### src/rtl/gpiodpi_capture_pkg.sv
// Shared types and constants for the GPIO change-capture block.
// Optional feature macro: GPIODPI_CAPTURE_MASK_EN (adds gpio_mask_i to the top).
package gpiodpi_capture_pkg;

  localparam int N_GPIO_DEF = 32;
  localparam int DEPTH_DEF  = 8;
  localparam int TS_W_DEF   = 32;
  localparam int DROP_CNT_W = 16;

  // Event record at the default configuration; the top builds the same
  // layout with its own parameter values.
  typedef struct packed {
    logic [N_GPIO_DEF-1:0] d2p;
    logic [N_GPIO_DEF-1:0] en;
    logic [TS_W_DEF-1:0]   ts;
  } gpio_evt_t;

  // Increment that sticks at all-ones instead of wrapping.
  function automatic logic [DROP_CNT_W-1:0] sat_inc(input logic [DROP_CNT_W-1:0] v);
    return (&v) ? v : v + 1'b1;
  endfunction

endpackage

### src/rtl/gpiodpi_capture_fifo.sv
// Event storage: synchronous write and pop, head visible combinationally
// from the storage array. Pointers carry one extra wrap bit to tell full
// from empty. Push into a full FIFO succeeds only when a pop happens in
// the same cycle (the freed slot is the one being written).
module gpiodpi_capture_fifo #(
  parameter int WIDTH = 96,
  parameter int DEPTH = 8
) (
  input  logic             clk_i,
  input  logic             rst_i,
  input  logic             push_i,
  input  logic [WIDTH-1:0] wdata_i,
  input  logic             pop_i,
  output logic [WIDTH-1:0] rdata_o,
  output logic             full_o,
  output logic             empty_o
);

  localparam int AW = $clog2(DEPTH);

  logic [WIDTH-1:0] mem_q [DEPTH];
  logic [AW:0]      wr_ptr_q, wr_ptr_d;
  logic [AW:0]      rd_ptr_q, rd_ptr_d;
  logic             do_push, do_pop;

  assign empty_o = (wr_ptr_q == rd_ptr_q);
  assign full_o  = (wr_ptr_q[AW] != rd_ptr_q[AW]) &&
                   (wr_ptr_q[AW-1:0] == rd_ptr_q[AW-1:0]);
  assign do_pop  = pop_i & ~empty_o;
  assign do_push = push_i & (~full_o | do_pop);
  assign rdata_o = mem_q[rd_ptr_q[AW-1:0]];

  // Next-pointer computation for accepted push/pop.
  always_comb begin
    wr_ptr_d = wr_ptr_q;
    rd_ptr_d = rd_ptr_q;
    if (do_push) wr_ptr_d = wr_ptr_q + 1'b1;
    if (do_pop)  rd_ptr_d = rd_ptr_q + 1'b1;
  end

  // Pointer registers; reset empties the FIFO immediately.
  always_ff @(posedge clk_i or posedge rst_i) begin
    if (rst_i) begin
      wr_ptr_q <= '0;
      rd_ptr_q <= '0;
    end else begin
      wr_ptr_q <= wr_ptr_d;
      rd_ptr_q <= rd_ptr_d;
    end
  end

  // Storage array; contents are only meaningful behind valid pointers.
  always_ff @(posedge clk_i) begin
    if (do_push) mem_q[wr_ptr_q[AW-1:0]] <= wdata_i;
  end

endmodule

### src/rtl/gpiodpi_change_capture.sv
// Captures every change of the GPIO output value/enable vectors as a
// timestamped event and queues it for a ready/valid consumer.
// Optional feature macro: GPIODPI_CAPTURE_MASK_EN adds gpio_mask_i; masked
// bits do not trigger events but are still recorded in snapshots.
module gpiodpi_change_capture
  import gpiodpi_capture_pkg::*;
#(
  parameter int N_GPIO = N_GPIO_DEF,
  parameter int DEPTH  = DEPTH_DEF,
  parameter int TS_W   = TS_W_DEF
) (
  input  logic                  clk_i,
  input  logic                  rst_i,
  input  logic [N_GPIO-1:0]     gpio_d2p_i,
  input  logic [N_GPIO-1:0]     gpio_en_d2p_i,
`ifdef GPIODPI_CAPTURE_MASK_EN
  input  logic [N_GPIO-1:0]     gpio_mask_i,
`endif
  output logic                  evt_valid_o,
  input  logic                  evt_ready_i,
  output logic [N_GPIO-1:0]     evt_d2p_o,
  output logic [N_GPIO-1:0]     evt_en_o,
  output logic [TS_W-1:0]       evt_ts_o,
  output logic                  overflow_o,
  output logic [DROP_CNT_W-1:0] drop_cnt_o
);

  typedef struct packed {
    logic [N_GPIO-1:0] d2p;
    logic [N_GPIO-1:0] en;
    logic [TS_W-1:0]   ts;
  } evt_t;

  logic [TS_W-1:0]       ts_q, ts_d;
  logic [N_GPIO-1:0]     prev_d2p_q, prev_en_q;
  logic                  overflow_q, overflow_d;
  logic [DROP_CNT_W-1:0] drop_cnt_q, drop_cnt_d;
  logic [N_GPIO-1:0]     diff;
  logic                  change;
  logic                  fifo_full, fifo_empty;
  logic                  pop;
  logic                  drop;
  evt_t                  wr_evt;
  evt_t                  head_evt;

  assign diff = (gpio_d2p_i ^ prev_d2p_q) | (gpio_en_d2p_i ^ prev_en_q);
`ifdef GPIODPI_CAPTURE_MASK_EN
  assign change = |(diff & ~gpio_mask_i);
`else
  assign change = |diff;
`endif

  // Timestamp is the counter value before this edge's increment.
  assign wr_evt = '{d2p: gpio_d2p_i, en: gpio_en_d2p_i, ts: ts_q};
  assign pop    = evt_ready_i & ~fifo_empty;
  // A full FIFO only loses the event if nothing leaves in the same cycle.
  assign drop   = change & fifo_full & ~pop;

  gpiodpi_capture_fifo #(
    .WIDTH ($bits(evt_t)),
    .DEPTH (DEPTH)
  ) u_fifo (
    .clk_i   (clk_i),
    .rst_i   (rst_i),
    .push_i  (change),
    .wdata_i (wr_evt),
    .pop_i   (pop),
    .rdata_o (head_evt),
    .full_o  (fifo_full),
    .empty_o (fifo_empty)
  );

  // Outputs come only from registered FIFO state, zeroed while empty.
  assign evt_valid_o = ~fifo_empty;
  assign evt_d2p_o   = fifo_empty ? '0 : head_evt.d2p;
  assign evt_en_o    = fifo_empty ? '0 : head_evt.en;
  assign evt_ts_o    = fifo_empty ? '0 : head_evt.ts;
  assign overflow_o  = overflow_q;
  assign drop_cnt_o  = drop_cnt_q;

  // Next-state for timestamp and drop bookkeeping.
  always_comb begin
    ts_d       = ts_q + 1'b1;
    overflow_d = overflow_q;
    drop_cnt_d = drop_cnt_q;
    if (drop) begin
      overflow_d = 1'b1;
      drop_cnt_d = sat_inc(drop_cnt_q);
    end
  end

  // Free-running timestamp, previous-input snapshot and drop state.
  always_ff @(posedge clk_i or posedge rst_i) begin
    if (rst_i) begin
      ts_q       <= '0;
      prev_d2p_q <= '0;
      prev_en_q  <= '0;
      overflow_q <= 1'b0;
      drop_cnt_q <= '0;
    end else begin
      ts_q       <= ts_d;
      prev_d2p_q <= gpio_d2p_i;
      prev_en_q  <= gpio_en_d2p_i;
      overflow_q <= overflow_d;
      drop_cnt_q <= drop_cnt_d;
    end
  end

endmodule

### config.mk
export PLATFORM = sky130hd
export DESIGN_NAME = gpiodpi_change_capture
export DESIGN_NICKNAME = d
export VERILOG_FILES = /design/src/rtl/gpiodpi_capture_pkg.sv /design/src/rtl/gpiodpi_capture_fifo.sv /design/src/rtl/gpiodpi_change_capture.sv
export SDC_FILE = /design/constraint.sdc
export NUM_CORES = 1
export LEC_CHECK = 0
export ABC_AREA = 0
export CELL_PAD_IN_SITES_DETAIL_PLACEMENT = 1
export CELL_PAD_IN_SITES_GLOBAL_PLACEMENT = 1
export CORE_MARGIN = 8
export CORE_UTILIZATION = 45
export CTS_CLUSTER_DIAMETER = 200
export DETAILED_ROUTE_END_ITERATION = 8
export PLACE_DENSITY = 0.76
export SLEW_MARGIN = 25
export SYNTH_ARGS = -nofsm -noshare
export SYNTH_HDL_FRONTEND = slang
export SYNTH_SLANG_ARGS = --single-unit
### constraint.sdc
create_clock -name clk_i -period 22 [get_ports clk_i]
set_input_delay 5.5 -clock clk_i [delete_from_list [all_inputs] [get_ports clk_i]]
set_output_delay 5.5 -clock clk_i [all_outputs]
set_load 0.01 [all_outputs]
==> out/summary.txt <==
Status - finished clean
Most common cell in the synthesized netlist - edfxtp_1
Final worst setup slack - 12.16 ns
# Post-CTS Setup Buffers - 0
Syn_area_per_cell - 21.2 µm²
Die Span X - 291 µm
Post-synth top flop - edfxtp_1
CTS tree - done
Final #Nets - 1905
Final setup fails - 0
Fmax - 102 MHz
Clock period minus worst slack - 9.84 ns
Rel. slew slack - 29.9%
Register Area - 26100 µm²
Placed insts - 2710
Startpoint types - register
Ranking of synthesized cells by area - edfxtp_1, mux4_2, dfrtp_1
Post-CTS Resized - 0
Util after Layout - 53.5%
Yosys reg bits - 889
# Max-Cap Violations - 0
Die ar. - 84500 µm²
Worst slew pin tran - 1.05 ns
# IOs - 181
Final hold violations - 0
Setup CP Type - register to output port
Area of the multi-input gates - 7600 µm²
Pin count of the biggest net entering global routing - 149
Clock-pin slew on the worst setup and hold paths - 0.06 ns
DR DRC count - 0
Req. time, crit path - 16.50 ns
Cell Count, Final, Fillers Out - 2882
Final worst path period share - 44.7%
Sequential share of the synthesized area - 76.8%
Distinct cells, synth - 35
Final GP Congestion - 0.747
Leakage - 13.5 nW
First-pass GRT wire length - 119000 µm
Total power - 5.97 mW
Post-detail-place hpwl - 45800 µm
H-tree levels - 3
Initial Utilization - 45.6%
First-pass iteration count of the detailed router - 4
Height of the die - 291 µm
Gr usage total - 18.5%
Peak VDD IR - 107 µV
RSZ-0062 raised after global routing - false
PortBufs - 180
TritonCTS Buffers - 90
Rows - 100
Synth Instances - 1606
Total Routed Length - 78900 µm
CTS Sinks - 889
Pre-CTS WS - 12.19 ns
Core Footprint - 74600 µm²
Syn nets - 1677
Critical-path maximum fanout - 74
Number of global-route vias before repair - 18078
Share of layout cells above drive strength 1 - 19.7%
GRT Residual Overflow - 0
HP Class - register to register
Yosys Warn Count - 0
Vias per cell - 5.62
Number of synthesized flops with an enable pin - 768
Drt first-iter violations - 1089
Routed wire per std cell - 27.4 µm
Clock insertion delay at the later pin of the skew report - 0.66 ns
Clock Tree Root - clkbuf_16
Slew Viols, Final - 0
Synthesis-to-layout area growth - 17.4%
TNS Setup - 0 ns
Hold-fix buffers, CTS - 0
Asr flop ratio synth - 13.6%
Worst EP arrival - 4.34 ns
CP Capture Type - output port
Antenna violations before repair - 8
Share of the synthesized area in the top cell type - 67.9%
Clk_skew - 0.0293 ns
Most frequent cells after synthesis - edfxtp_1, mux4_2, dfrtp_1
Fillers - 6540
DRT antenna net count - 0
Post-Syn Area - 34000 µm²
Vias - 16197
Max clock buf depth - 3
Largest area contributor in the netlist - edfxtp_1
Pwr per Cell Area - 150 nW/µm²
==> cell type report <==
type | count | share of cell area (%)
tap | 969 | 3.04
timing repair buffer | 207 | 5.19
multi-input combinational | 639 | 19.1
clock buffer | 122 | 6.21
sequential | 889 | 65.4
antenna | 3 | 0.0188
clock inverter | 46 | 0.944
inverter | 7 | 0.0847
==> cell usage in the layout (no fill, tap or decap), drive strengths merged <==
master         instances
nor4                   8
nor2b                  1
nand3                 26
inv                   10
bufinv                 4
nand2b                 4
and2                   5
nor3                   7
or2                    1
clkdlybuf4s50        180
nand4                 32
clkinv                35
clkinvlp               4
and4                   6
nor2                 103
edfxtp               768
nand2                 17
xnor2                111
xor2                   7
mux4                 192
o31a                   1
mux2                   4
and3                  13
dfrtp                121
buf                   27
clkbuf               122
a21o                   1
diode                  3
ha                     4
mux2i                 96
==> final timing paths <==
| check | endpoint | from | cells past startpoint | slack, ns |
|---|---|---|---|---|
| setup reg to reg | u_fifo.mem_q[7][19] | prev_d2p_q[11] | 8 | 17.96 |
| setup / recovery | evt_d2p_o[6] | u_fifo.rd_ptr_q[2] | 7 | 12.16 |
| max in group asynchronous | u_fifo.rd_ptr_q[2] | rst_i | 3 | 15.15 |
| hold reg to reg | overflow_o | overflow_o | 1 | 0.46 |
| hold / removal | overflow_o | overflow_o | 1 | 0.46 |
| min in group asynchronous | drop_cnt_o[1] | rst_i | 2 | 5.34 |
==> worst max-delay path, cell delays in order (launching register included) <==
cell and delay, ns:
dfrtp_4 0.73, buf_16 0.31, xnor2_1 0.16, nand3_1 0.17, nor2b_4 0.61, buf_4 0.84
nor2_1 0.26, clkdlybuf4s50_1 0.55
==> state kept, by name, summed over array words and instances, names as in the netlist <==
| name | flops |
|---|---|
| drop_cnt_o | 16 |
| overflow_o | 1 |
| prev_d2p_q | 32 |
| prev_en_q | 32 |
| ts_q | 32 |
| u_fifo.mem_q | 768 |
| u_fifo.rd_ptr_q | 4 |
| u_fifo.wr_ptr_q | 4 |
==> report_power, final <==
part / leakage (nW) / switching, mW / internal (mW)
sequential: 8.62 / 0.161 / 2.30
combinational: 3.48 / 1.07 / 0.954
clock: 1.39 / 0.635 / 0.840
total: 13.5 / 1.87 / 4.10
==> per-layer routing <==
layer | vias to the layer above | wire [µm] | part of all wire, % | global-route usage [%]
met5 | - | 38 | 0.048 | 0
met4 | 6 | 1480 | 1.9 | 4.49
met3 | 109 | 3660 | 4.6 | 3.50
met2 | 426 | 40900 | 52 | 32.4
met1 | 8740 | 32800 | 42 | 23.9
li1 | 6916 | - | - | -
==> kinds of logic after synthesis <==
logic type	after synthesis	share of synthesized area, %
and+or+nand+nor	223	3.29
buffers and inverters	78	0.980
DFF	889	76.8
adders and majority gates	4	0.147
xor gates and xnor gates	118	3.04
muxes	292	15.7
AOI/OAI and AO/OA	2	0.0479
==> per-stage QoR <==
stage,instance area [µm²],hold slack (ns)
finish,39900,0.463
global route,39900,0.494
CTS,39800,0.469
detailed placement,37000,0.451
global placement,37000,0.449
floorplan,34000,0.462
Power figures use the tool's default switching activity.
